===== src/rtl/ram_arbiter_pkg.sv =====
// Shared defaults and the round-robin pointer helper for the RAM arbiter.
package ram_arbiter_pkg;

  localparam int DEF_DATA_WIDTH = 8;
  localparam int DEF_ADDR_WIDTH = 2;
  localparam int DEF_NUM_REQ    = 2;

  // Next priority pointer after requester idx is granted, wrapping at n.
  function automatic int rr_next(input int idx, input int n);
    return (idx + 1 >= n) ? 0 : idx + 1;
  endfunction

endpackage


===== src/rtl/ram_arbiter_rr_arbiter.sv =====
// Round-robin arbiter: search starts at the pointer, pointer moves past the winner.
module rr_arbiter
  import ram_arbiter_pkg::*;
#(
  parameter int N  = 2,
  parameter int IW = (N > 1) ? $clog2(N) : 1
) (
  input  logic          i_clk,
  input  logic          i_reset_n,
  input  logic [N-1:0]  i_req,
  output logic [N-1:0]  o_gnt,
  output logic [IW-1:0] o_gnt_idx,
  output logic          o_gnt_valid
);

  logic [IW-1:0] r_ptr;
  logic [IW-1:0] w_idx;
  logic          w_found;

  always_comb begin
    w_idx   = '0;
    w_found = 1'b0;
    for (int i = 0; i < N; i++) begin
      int j;
      j = int'(r_ptr) + i;
      if (j >= N) j = j - N;
      // Grants are held off entirely while reset is asserted.
      if (!w_found && i_req[j] && i_reset_n) begin
        w_found = 1'b1;
        w_idx   = IW'(j);
      end
    end
  end

  assign o_gnt       = w_found ? (N'(1) << w_idx) : '0;
  assign o_gnt_idx   = w_idx;
  assign o_gnt_valid = w_found;

  always_ff @(posedge i_clk or negedge i_reset_n) begin
    if (!i_reset_n) begin
      r_ptr <= '0;
    end else if (w_found) begin
      r_ptr <= IW'(rr_next(int'(w_idx), N));
    end
  end

endmodule


===== src/rtl/ram_arbiter.sv =====
// Shares one simple dual-port register file between NUM_REQ requesters,
// with independent round-robin arbitration for the write and read ports.
module ram_arbiter
  import ram_arbiter_pkg::*;
#(
  parameter int DATA_WIDTH = DEF_DATA_WIDTH,
  parameter int ADDR_WIDTH = DEF_ADDR_WIDTH,
  parameter int NUM_REQ    = DEF_NUM_REQ
) (
  input  logic                          i_clk,
  input  logic                          i_reset_n,
  input  logic [NUM_REQ-1:0]            i_wr_valid,
  output logic [NUM_REQ-1:0]            o_wr_ready,
  input  logic [NUM_REQ*ADDR_WIDTH-1:0] i_wr_addr,
  input  logic [NUM_REQ*DATA_WIDTH-1:0] i_wr_data,
  input  logic [NUM_REQ-1:0]            i_rd_valid,
  output logic [NUM_REQ-1:0]            o_rd_ready,
  input  logic [NUM_REQ*ADDR_WIDTH-1:0] i_rd_addr,
  output logic [NUM_REQ-1:0]            o_rsp_valid,
  output logic [DATA_WIDTH-1:0]         o_rsp_data,
  output logic                          o_ram_wr_en,
  output logic [ADDR_WIDTH-1:0]         o_ram_w_addr,
  output logic [DATA_WIDTH-1:0]         o_ram_w_data,
  output logic [ADDR_WIDTH-1:0]         o_ram_r_addr,
  input  logic [DATA_WIDTH-1:0]         i_ram_r_data
);

  localparam int IDX_WIDTH = $clog2(NUM_REQ);

  // Handshake: a transfer happens on a rising edge where valid[k] && ready[k];
  // ready is combinational from valid, valid never depends on ready, and
  // addr/data stay stable until accepted. Responses have no backpressure.

  logic [IDX_WIDTH-1:0] w_wr_idx;
  logic [IDX_WIDTH-1:0] w_rd_idx;
  logic                 w_wr_any;
  logic                 w_rd_any;
  logic [NUM_REQ-1:0]   w_rd_gnt;
  logic [NUM_REQ-1:0]   r_rsp_valid;

  rr_arbiter #(.N(NUM_REQ), .IW(IDX_WIDTH)) u_wr_arb (
    .i_clk       (i_clk),
    .i_reset_n   (i_reset_n),
    .i_req       (i_wr_valid),
    .o_gnt       (o_wr_ready),
    .o_gnt_idx   (w_wr_idx),
    .o_gnt_valid (w_wr_any)
  );

  rr_arbiter #(.N(NUM_REQ), .IW(IDX_WIDTH)) u_rd_arb (
    .i_clk       (i_clk),
    .i_reset_n   (i_reset_n),
    .i_req       (i_rd_valid),
    .o_gnt       (w_rd_gnt),
    .o_gnt_idx   (w_rd_idx),
    .o_gnt_valid (w_rd_any)
  );

  assign o_rd_ready  = w_rd_gnt;
  assign o_ram_wr_en = w_wr_any;

  always_comb begin
    o_ram_w_addr = '0;
    o_ram_w_data = '0;
    o_ram_r_addr = '0;
    if (w_wr_any) begin
      o_ram_w_addr = i_wr_addr[int'(w_wr_idx)*ADDR_WIDTH +: ADDR_WIDTH];
      o_ram_w_data = i_wr_data[int'(w_wr_idx)*DATA_WIDTH +: DATA_WIDTH];
    end
    if (w_rd_any) begin
      o_ram_r_addr = i_rd_addr[int'(w_rd_idx)*ADDR_WIDTH +: ADDR_WIDTH];
    end
  end

  // The reg_file returns data one edge after the address, so the grant is
  // delayed by the same edge to steer the shared data bus to its requester.
  always_ff @(posedge i_clk or negedge i_reset_n) begin
    if (!i_reset_n) begin
      r_rsp_valid <= '0;
    end else begin
      r_rsp_valid <= w_rd_gnt;
    end
  end

  assign o_rsp_valid = r_rsp_valid;
  assign o_rsp_data  = i_ram_r_data;

endmodule


===== config.mk =====
export PLATFORM = sky130hd
export DESIGN_NAME = ram_arbiter
export DESIGN_NICKNAME = d
export VERILOG_FILES = /design/src/rtl/ram_arbiter_pkg.sv /design/src/rtl/ram_arbiter_rr_arbiter.sv /design/src/rtl/ram_arbiter.sv
export SDC_FILE = /design/constraint.sdc
export NUM_CORES = 1
export LEC_CHECK = 0
export ABC_AREA = 1
export CAP_MARGIN = 0
export CORE_MARGIN = 2
export CORE_UTILIZATION = 21
export DETAILED_ROUTE_END_ITERATION = 16
export PLACE_DENSITY = 0.83
export SLEW_MARGIN = 20
export SYNTH_ARGS = -nofsm -noshare
export SYNTH_HDL_FRONTEND = slang
export SYNTH_SLANG_ARGS = --single-unit

===== constraint.sdc =====
create_clock -name i_clk -period 0.95 [get_ports i_clk]
set_input_delay 0.19 -clock i_clk [delete_from_list [all_inputs] [get_ports i_clk]]
set_output_delay 0.19 -clock i_clk [all_outputs]
set_load 0.02 [all_outputs]

After elaboration in Yosys (flattened, before gate mapping)
Cells that the tools add are included.
- flip-flop bits (word level): 4
- bits in latches: 0
- bits in writable memories: 0
- ROM bits: 0
- input bits: 38
- output and inout bits: 27
- logic and storage cells: 65
- memories: 0
- add/subtract/negate cells: 8
- multiply operators: 0
- div/mod/pow operators: 0
- magnitude comparators: 10
- eq/ne operators: 0
- shifts and indexed selects: 5
- multiplexer cells: 31
- bitwise logic cells: 0
- reductions and logical operators: 8
- operator list (kind ; count):
    32-bit by 3-bit < comparator with 1-bit output, second input constant ; 4
    32-bit two-way mux ; 4
    32-bit by 3-bit >= comparator with 1-bit output, second input constant ; 2
    32-bit by 3-bit subtractor with 32-bit output, second input constant ; 2
    1-bit two-way mux ; 22
    16-bit by 5-bit variable part select with 8-bit output ; 1
    1-bit by 1-bit adder with 2-bit output, second input constant ; 4
    2-bit two-way mux ; 4
    8-bit two-way mux ; 1
    4-bit by 3-bit variable part select with 2-bit output ; 2
    1-bit logical AND ; 6
    1-bit by 2-bit subtractor with 3-bit output, second input constant ; 2
    1-bit by 2-bit >= comparator with 1-bit output, second input constant ; 2
    2-bit >= comparator, second input constant ; 2
    1-bit by 1-bit << shifter with 2-bit output, first input constant ; 2
    1-bit zero test ; 2

Longest topological paths before layout
Gate-level depths: netlist (run 1).
- depth after elaboration: 14
- depth in mapped cells: 7
- gate-level depth less buffers: 6

By module
Synthesis (run 1) repeated with hierarchy kept, for this count alone.
- cell total of the unflattened synthesis: 97
- area total of the unflattened synthesis: 506.7 um2
- by module, submodules not included (module ; instances ; cells each ; area an instance (um2) ; sequential area each (um2)):
    ram_arbiter ; 1 ; 73 ; 359.1 ; 50.0
    rr_arbiter ; 2 ; 12 ; 73.8 ; 25.0

Worst setup path after synthesis (run 1)
No wires, ideal clock.
- path type: register -> output
- start: register u_rd_arb.r_ptr
- end: output o_ram_r_addr[0]
- arrival time: 0.906 ns
- required time: 0.760 ns
- slack: -0.146 ns
- cell stages (with the launch flop): 7
- path buffers: 0
- cells stage by stage: dfrtp_1 inv_1 nand2_1 nand2_1 inv_1 nand2_1 nand2_1
- word-level cells in the longest chain between the ends: 13
- elaborated cells between the ends (all ways): 23
- classes of those cells: add/sub: 3; order compare: 2; shift: 1; mux: 13; reduce/logical: 4
- RTL lines (item ; RTL line ; RTL):
    start, declared ; ram_arbiter_rr_arbiter.sv:16 ; logic [IW-1:0] r_ptr;
    start signal, assigned ; ram_arbiter_rr_arbiter.sv:43 ; r_ptr <= IW'(rr_next(int'(w_idx), N));
    parallel branches: the longest is 12 deep, another holds 32-bit by 3-bit subtractor with 32-bit output ; -- ;
    2-bit two-way mux (*) ; ram_arbiter.sv:70 ; if (w_rd_any) begin
    end, declared ; ram_arbiter.sv:24 ; output logic [ADDR_WIDTH-1:0] o_ram_r_addr,
Every way passes the cells marked *. The select of a mux whose other input is x is not followed.

Worst setup path in the final report (run 1)
- start: register u_wr_arb.r_ptr
- end: output o_ram_w_data[7]
- word-level cells in the longest chain between the ends: 13
- elaborated cells between the ends (all ways): 23
- classes of those cells: add/sub: 3; order compare: 2; shift: 1; mux: 13; reduce/logical: 4
- RTL lines (item ; RTL line ; RTL):
    start, declared ; ram_arbiter_rr_arbiter.sv:16 ;
    start signal, assigned ; ram_arbiter_rr_arbiter.sv:43 ;
    parallel branches: the longest is 12 deep, another holds 32-bit by 3-bit subtractor with 32-bit output ; -- ;
    8-bit two-way mux (*) ; ram_arbiter.sv:66 ; if (w_wr_any) begin
    end, declared ; ram_arbiter.sv:23 ; output logic [DATA_WIDTH-1:0] o_ram_w_data,
Marks and branches as above.

==> results of run 1 <==
[flip-flops by register name, indices dropped and copies added (netlist names)]
signal / count
o_rsp_valid: 2
u_wr_arb.r_ptr: 1
u_rd_arb.r_ptr: 1
[worst max path at each step]
stage / start / to / slack [ps] / cells past startpoint
floorplan: u_wr_arb.r_ptr / o_ram_w_addr[1] / -90 / 6
detailed placement: i_reset_n / o_ram_w_data[3] / -1150 / 6
finish: u_wr_arb.r_ptr / o_ram_w_data[7] / -510 / 7
global route: u_wr_arb.r_ptr / o_ram_w_data[0] / -570 / 7
global placement: i_reset_n / o_ram_w_data[4] / -1100 / 6
CTS: u_wr_arb.r_ptr / o_ram_w_data[1] / -500 / 7
[routing by layer]
metal	vias to the layer above	routed length, µm	global-route usage, %
met1	320	763	16.4
li1	334	-	-
met3	4	287	7.14
met5	-	0	0
met4	0	35	8.33
met2	52	1070	28.1
[cells by family (layout without fill, tap and decap cells)]
group | Yosys count | in the layout | synth area share, %
buf+inv | 21 | 73 | 28.5
compound gates | 3 | 3 | 3.35
flops | 4 | 4 | 22.3
simple gates | 48 | 49 | 45.8
[cell type report]
cell class	count	area [µm²]	area share [%]
timing repair buffer	59	619	50.6
multi-input combinational	52	397	32.4
sequential	4	100	8.17
inverter	10	45.0	3.68
tap	27	33.8	2.76
clock buffer	3	22.5	1.84
timing repair inverter	1	7.51	0.613
[per-stage QoR]
stage	cells	hold slack [ps]	power [mW]	TNS [ps]	instance area, µm²
after global placement	144	380	0.664	-19710	935
after global routing	156	376	1.12	-8430	1220
after detailed placement	144	380	0.672	-20560	935
after floorplan	76	-106	0.461	-991	484
final	156	361	1.06	-7400	1220
after CTS	153	377	1.00	-7130	1130
[what timing repair did]
item / in CTS / in global routing
hold endpoints to repair: 4 / 0
pin swaps: 19 / 10
endpoints found under the setup margin: 23 / 21
setup buffers: 2 / 3
cloned: 2 / 0
hold buffers: 2 / 0
gates resized for setup: 161 / 19
[synth_stat cells (all sizes together)]
master	number	area, µm²
a21oi	1	5.00
buf	11	90.1
dfrtp	4	100
inv	10	37.5
nand2	31	119
nand3	12	60.1
nor2	5	26.3
o21ai	2	10.0
[report_power, final]
| group | internal [mW] | switching [mW] |
|---|---|---|
| registers | 0.188 | 0.00860 |
| clock network | 0.142 | 0.0799 |
| logic | 0.335 | 0.307 |
| total | 0.665 | 0.395 |
[worst max-delay path, delay by kind of cell (launching register included)]
| family | cells | cell delay, ps |
|---|---|---|
| buffers and inverters | 3 | 320 |
| flip-flops | 1 | 370 |
| AND/OR/NAND/NOR | 4 | 330 |
==> metrics.md, run 1 <==
| Metric | Value |
|---|---|
| Status | finished with violations |
| Failing checks | setup timing |
| GR Overflow Total | 0 |
| Register area share after synthesis | 22.3% |
| Post-synth net total | about 110 |
| WP data arrival | roughly 1300 ps |
| IO buf count | 48 |
| Worst EP required | between 700 and 800 ps |
| I/O pin count | 65 |
| Syn Std Cell Area | 448 µm² |
| Worst Hold Class | input port to flop |
| Detail Route Antenna Nets | 0 |
| Max Clock Freq | between 600 and 700 MHz |
| Crit-path most repeated cell | nand2_2 |
| Critical path class | flop to output port |
| Initial DRC count | 4 |
| Clock transition at path regs | 40 ps |
| Cell Pwr Density | 866 nW/µm² |
| Pre-antenna DRT Iters | 2 |
| Skew final | 4.95 ps |
| Worst r2r src | u_wr_arb.r_ptr |
| Vias per inst | ~4.6 |
| Placer Congestion | 0.711 |
| Yosys cell types | 12 |
| Final Max Tran Viols | 0 |
| Slowest-stage cell, CP | dfrtp_1 |
| Fin. Hold Viols | 0 |
| Avg Cell Area, Syn | just under 6 µm² |
| # nets final | between 150 and 200 |
| Die X | approximately 50 µm |
| Ant. Diodes | 0 |
| DRT Wirelength | about 2200 µm |
| Vias in the first global route | 709 |
| Least-Margin Pin Slew | 321 ps |
| Initial core utilization | between 20% and 30% |
| Register bit total from synthesis | 4 |
| Max Cap Viol | 0 |
| DRC Markers | 0 |
| Hold depth | 4 |
| Most common cell after layout, fill and taps aside | buf_6 |
| Largest net degree at the start of global routing | 8 |
| Global-route wire length before repair | 3110 µm |
| Bufs on Longest Clock Path | 2 |
| Clk Latency, worst-skew pair | about 240 ps |
| Fin crit share | 154% |
| Highest cell delay on the worst timing path | about 370 ps |
| Placement Setup Slack | -1150 ps |
| GRT Total Usage | 16.2% |
| Worst r2r path cells | 6 |
| Hpwl dp | ~1300 µm |
| Area added between synthesis and finish | 173% |
| Min-delay src | i_reset_n |
| FP Rows | 16 |
| FF-to-FF setup slack | -30 ps |
| Via count | between 700 and 800 |
| RSZ-0062 raised after global routing | yes |
| Worst path cell trace | inv_2 > nand2_2 > nand2_4 > clkinvlp_4 > nand2_1 > nand2_2 > buf_6 |
| Number of CTS-inserted buffers | 3 |
| Cell count after synthesis | 76 |
| Leak Pwr | between 0.5 and 0.6 nW |
| Crit Reg-Reg Endpoint | u_wr_arb.r_ptr |
| Final Setup Violations | 18 |
| Final min period | between 1000 and 1500 ps |
| Share of layout cells above drive strength 1 | between 60% and 70% |
| Initial antenna violation count | 0 |
| Hold endpoint | u_rd_arb.r_ptr |
| Yosys warnings | 0 |
| Die Area | between 2000 and 3000 µm² |
| Fillers | approximately 160 |
| H-tree levels | 1 |
| Clock Tree Root | clkbuf_4 |
| CP Max Fanout | 5 |
| Avg WL per Cell | around 14 µm |
| Final worst slack | -510 ps |
| Slew headroom | 78.6% |
| Final core utilization | between 60 and 70% |
| Sink Count | 4 |
| Critical Path Source Type | flop |
| Chip height | approximately 50 µm |
| Most frequent cells in the layout | buf_6 (25), clkdlybuf4s50_1 (24), nand2_2 (15) |
| CP endpoint kind | output port |
| CTS tree | done |
| Worst VDD drop | about 0.63 mV |
| Core footprint | 1980 µm² |
Power figures use the tool's default switching activity.
==> run 2: changes to the inputs <==
CTS_BUF_LIST = sky130_fd_sc_hd__clkbuf_4 sky130_fd_sc_hd__clkbuf_8   (was default)
==> results of run 2 <==
No change in the layout: final DEF, timing and power equal those of run 1.
==> run 3: changes to the inputs <==
CELL_PAD_IN_SITES_DETAIL_PLACEMENT = 1   (was default)
CELL_PAD_IN_SITES_GLOBAL_PLACEMENT = 1   (was default)
CORE_UTILIZATION = 12   (was 21)
PLACE_DENSITY = 0.84   (was 0.83)
==> run 3 against run 2 <==
Effect of this change:
- the run still ends with setup timing left
- routed wire length decreased by 5.6%
- first-iteration DRC count rose to 2.5 times the previous value
- clock skew down 0.91 ps
- combinational power rose by 0.6%
- worst setup slack improved by 84 ps
- register-to-register slack about the same
- fmax grew 6.1%
- largest cell class unchanged
==> metrics.md, run 3 (same netlist as run 1, synthesis figures left out) <==
| Metric | Value |
|---|---|
| DRT Wirelength | 2040 µm (-5.6%) |
| Vias in the first global route | 707 (-0.28%) |
| Initial DRC count | 10 (+6) |
| Slowest-stage cell, CP | dfrtp_1 |
| CTS tree | done |
| Most common cell after layout, fill and taps aside | clkdlybuf4s50_1 |
| Register area | 100 µm² (unchanged) |
| Bufs on Longest Clock Path | 2 (unchanged) |
| Int Power | 804 µW (+21%) |
| Avg WL per Cell | 11.3 µm (-19%) |
| Net switching power | 388 µW (-1.8%) |
| Clk Latency, worst-skew pair | 220 ps (-20 ps) |
| Fin crit share | 145% (-8.8 points) |
| Slew headroom | 85.2% (+6.7 points) |
| Worst r2r path cells | 7 (+1) |
| Sw Share | 32.5% (-4.7 points) |
| Logic pwr share | 54.2% (-6.3 points) |
| Ant. Diodes | 0 (unchanged) |
| RSZ-0062 raised after global routing | yes |
| Worst Hold Class | input port to asynchronous set/reset pin |
| Max Cap Viol | 0 (unchanged) |
| Clock transition at path regs | 30 ps (about the same) |
| Fillers | 429 (+170%) |
| Failing checks | setup timing |
| Clock Tree Root | clkbuf_8 |
| GRT Total Usage | 9.62% (-6.6 points) |
| Highest cell delay on the worst timing path | 360 ps (about the same) |
| Worst r2r src | u_rd_arb.r_ptr |
| Core footprint | 3630 µm² (+83%) |
| IO buf count | 48 (unchanged) |
| Clock share of power | 29.5% (+8.6 points) |
| Final Max Tran Viols | 0 (unchanged) |
| Final min period | 1380 ps (-84.0 ps) |
| Chip height | 65.1 µm (+30%) |
| Final Setup Violations | 17 (-1) |
| Max Clock Freq | 727 MHz (+6.1%) |
| Largest net degree at the start of global routing | 12 (+4) |
| Final worst slack | -426 ps (+84.0 ps) |
| Initial antenna violation count | 0 (unchanged) |
| Least-Margin Pin Slew | 221 ps (-99.6 ps) |
| Reg power frac | 16.3% (-2.2 points) |
| Vias per inst | 3.84 (-16%) |
| Worst path cell trace | inv_2 > nand2_2 > nand2_4 > buf_6 > nand3_2 > nand2_2 > buf_6 |
| FF-to-FF setup slack | -30 ps (about the same) |
| CP Max Fanout | 5 (unchanged) |
| Pre-antenna DRT Iters | 2 (unchanged) |
| Global-route wire length before repair | 3140 µm (+1.1%) |
| Leak Pwr | 0.612 nW (+5.0%) |
| Hpwl dp | 1310 µm (+3.8%) |
| Number of CTS-inserted buffers | 3 (unchanged) |
| Crit Reg-Reg Endpoint | o_rsp_valid[0] |
| WP data arrival | 1190 ps (-80 ps) |
| Critical Path Source Type | flop |
| Max reg flops | 2 (unchanged) |
| Status | finished with violations |
| Most frequent cells in the layout | clkdlybuf4s50_1 (24), buf_6 (22), nand2_2 (16) |
| Layout Cells excl Fill | 181 (+16%) |
| DRC Markers | 0 (unchanged) |
| Share of layout cells above drive strength 1 | 63.2% (+0.37 points) |
| # placed instances | 165 (+15%) |
| Placer Congestion | 0.673 (-5.2%) |
| Area after DPL | 961 µm² (+2.8%) |
| I/O pin count | 65 (unchanged) |
| Worst EP required | 760 ps (about the same) |
| H-tree levels | 1 (unchanged) |
| Sink Count | 4 (unchanged) |
| Critical path class | flop to output port |
| Fin. Hold Viols | 0 (unchanged) |
| FP Rows | 22 (+6) |
| # nets final | 173 (+2.4%) |
| Cell Pwr Density | 920 nW/µm² (+6.2%) |
| Final core utilization | 35.7% (-26 points) |
| CP endpoint kind | output port |
| GR Overflow Total | 0 (unchanged) |
| Final instance area | 1300 µm² (+5.8%) |
| Power Total | 1.19 mW (+12%) |
| Die Area | 4240 µm² (+68%) |
| Detail Route Antenna Nets | 0 (unchanged) |
| Skew final | 4.04 ps (-0.906 ps) |
| Worst VDD drop | 0.604 mV (-3.5%) |
| Multi-input gate area | 392 µm² (-1.3%) |
| Die X | 65.1 µm (+30%) |
| Initial core utilization | 12.3% (-10 points) |
| Area added between synthesis and finish | 189% |
| Worst hold margin | 287 ps (-73.9 ps) |
| Via count | 695 (-2.1%) |
-- run 3: routing by layer --
| layer | global-route usage [%] | wire [µm] |
|---|---|---|
| met5 | 0 | 0 |
| met4 | 4.17 | 0 |
| met3 | 2.40 | 203 |
| met2 | 18.7 | 1140 |
| met1 | 9.58 | 694 |
-- run 3: area by class of cell --
class / instances / area share (%)
Multi-Input combinational cell: 51 / 30.2
Sequential cell: 4 / 7.72
Inverter: 10 / 3.47
Timing Repair Buffer: 65 / 50.8
Tap cell: 48 / 4.63
Clock buffer: 3 / 3.19
-- run 3: per-stage QoR --
step | setup TNS [ps] | worst slack (ps)
2_1_floorplan | -991 | -90.4
3_3_place_gp | -20330 | -1130
3_5_place_dp | -20760 | -1180
4_1_cts | -6140 | -433
5_1_grt | -7070 | -493
6_report | -6000 | -426
-- run 3: what timing repair did --
action,in CTS,in global routing
endpoints found under the setup margin,23,18
hold buffers,2,0
endpoints found under the hold margin,1,0
gates cloned,1,0
setup buffers,8,3
pin swaps,27,6
resized for setup,160,13
-- run 3: critical path: cells and delay by family, from the launching register on --
kind | cells | cell delay, ps
flip-flops | 1 | 360
buffers and inverters | 3 | 320
AND/OR/NAND/NOR | 4 | 290
-- run 3: worst max-delay path by stage --
stage | start | to | slack [ps]
detailed placement | i_reset_n | o_ram_w_data[7] | -1180
global placement | i_reset_n | o_ram_w_data[0] | -1130
global route | u_wr_arb.r_ptr | o_ram_w_data[1] | -490
CTS | u_wr_arb.r_ptr | o_ram_w_addr[0] | -430
floorplan | u_wr_arb.r_ptr | o_ram_w_addr[1] | -90
finish | u_wr_arb.r_ptr | o_ram_w_addr[1] | -430
-- run 3: power groups by stage --
stage / clock, mW / combinational [mW] / sequential [mW]
6_report: 0.352 / 0.646 / 0.194
2_1_floorplan: 0 / 0.260 / 0.201
3_3_place_gp: 0 / 0.476 / 0.194
5_1_grt: 0.378 / 0.691 / 0.196
3_5_place_dp: 0 / 0.480 / 0.194
4_1_cts: 0.370 / 0.618 / 0.194
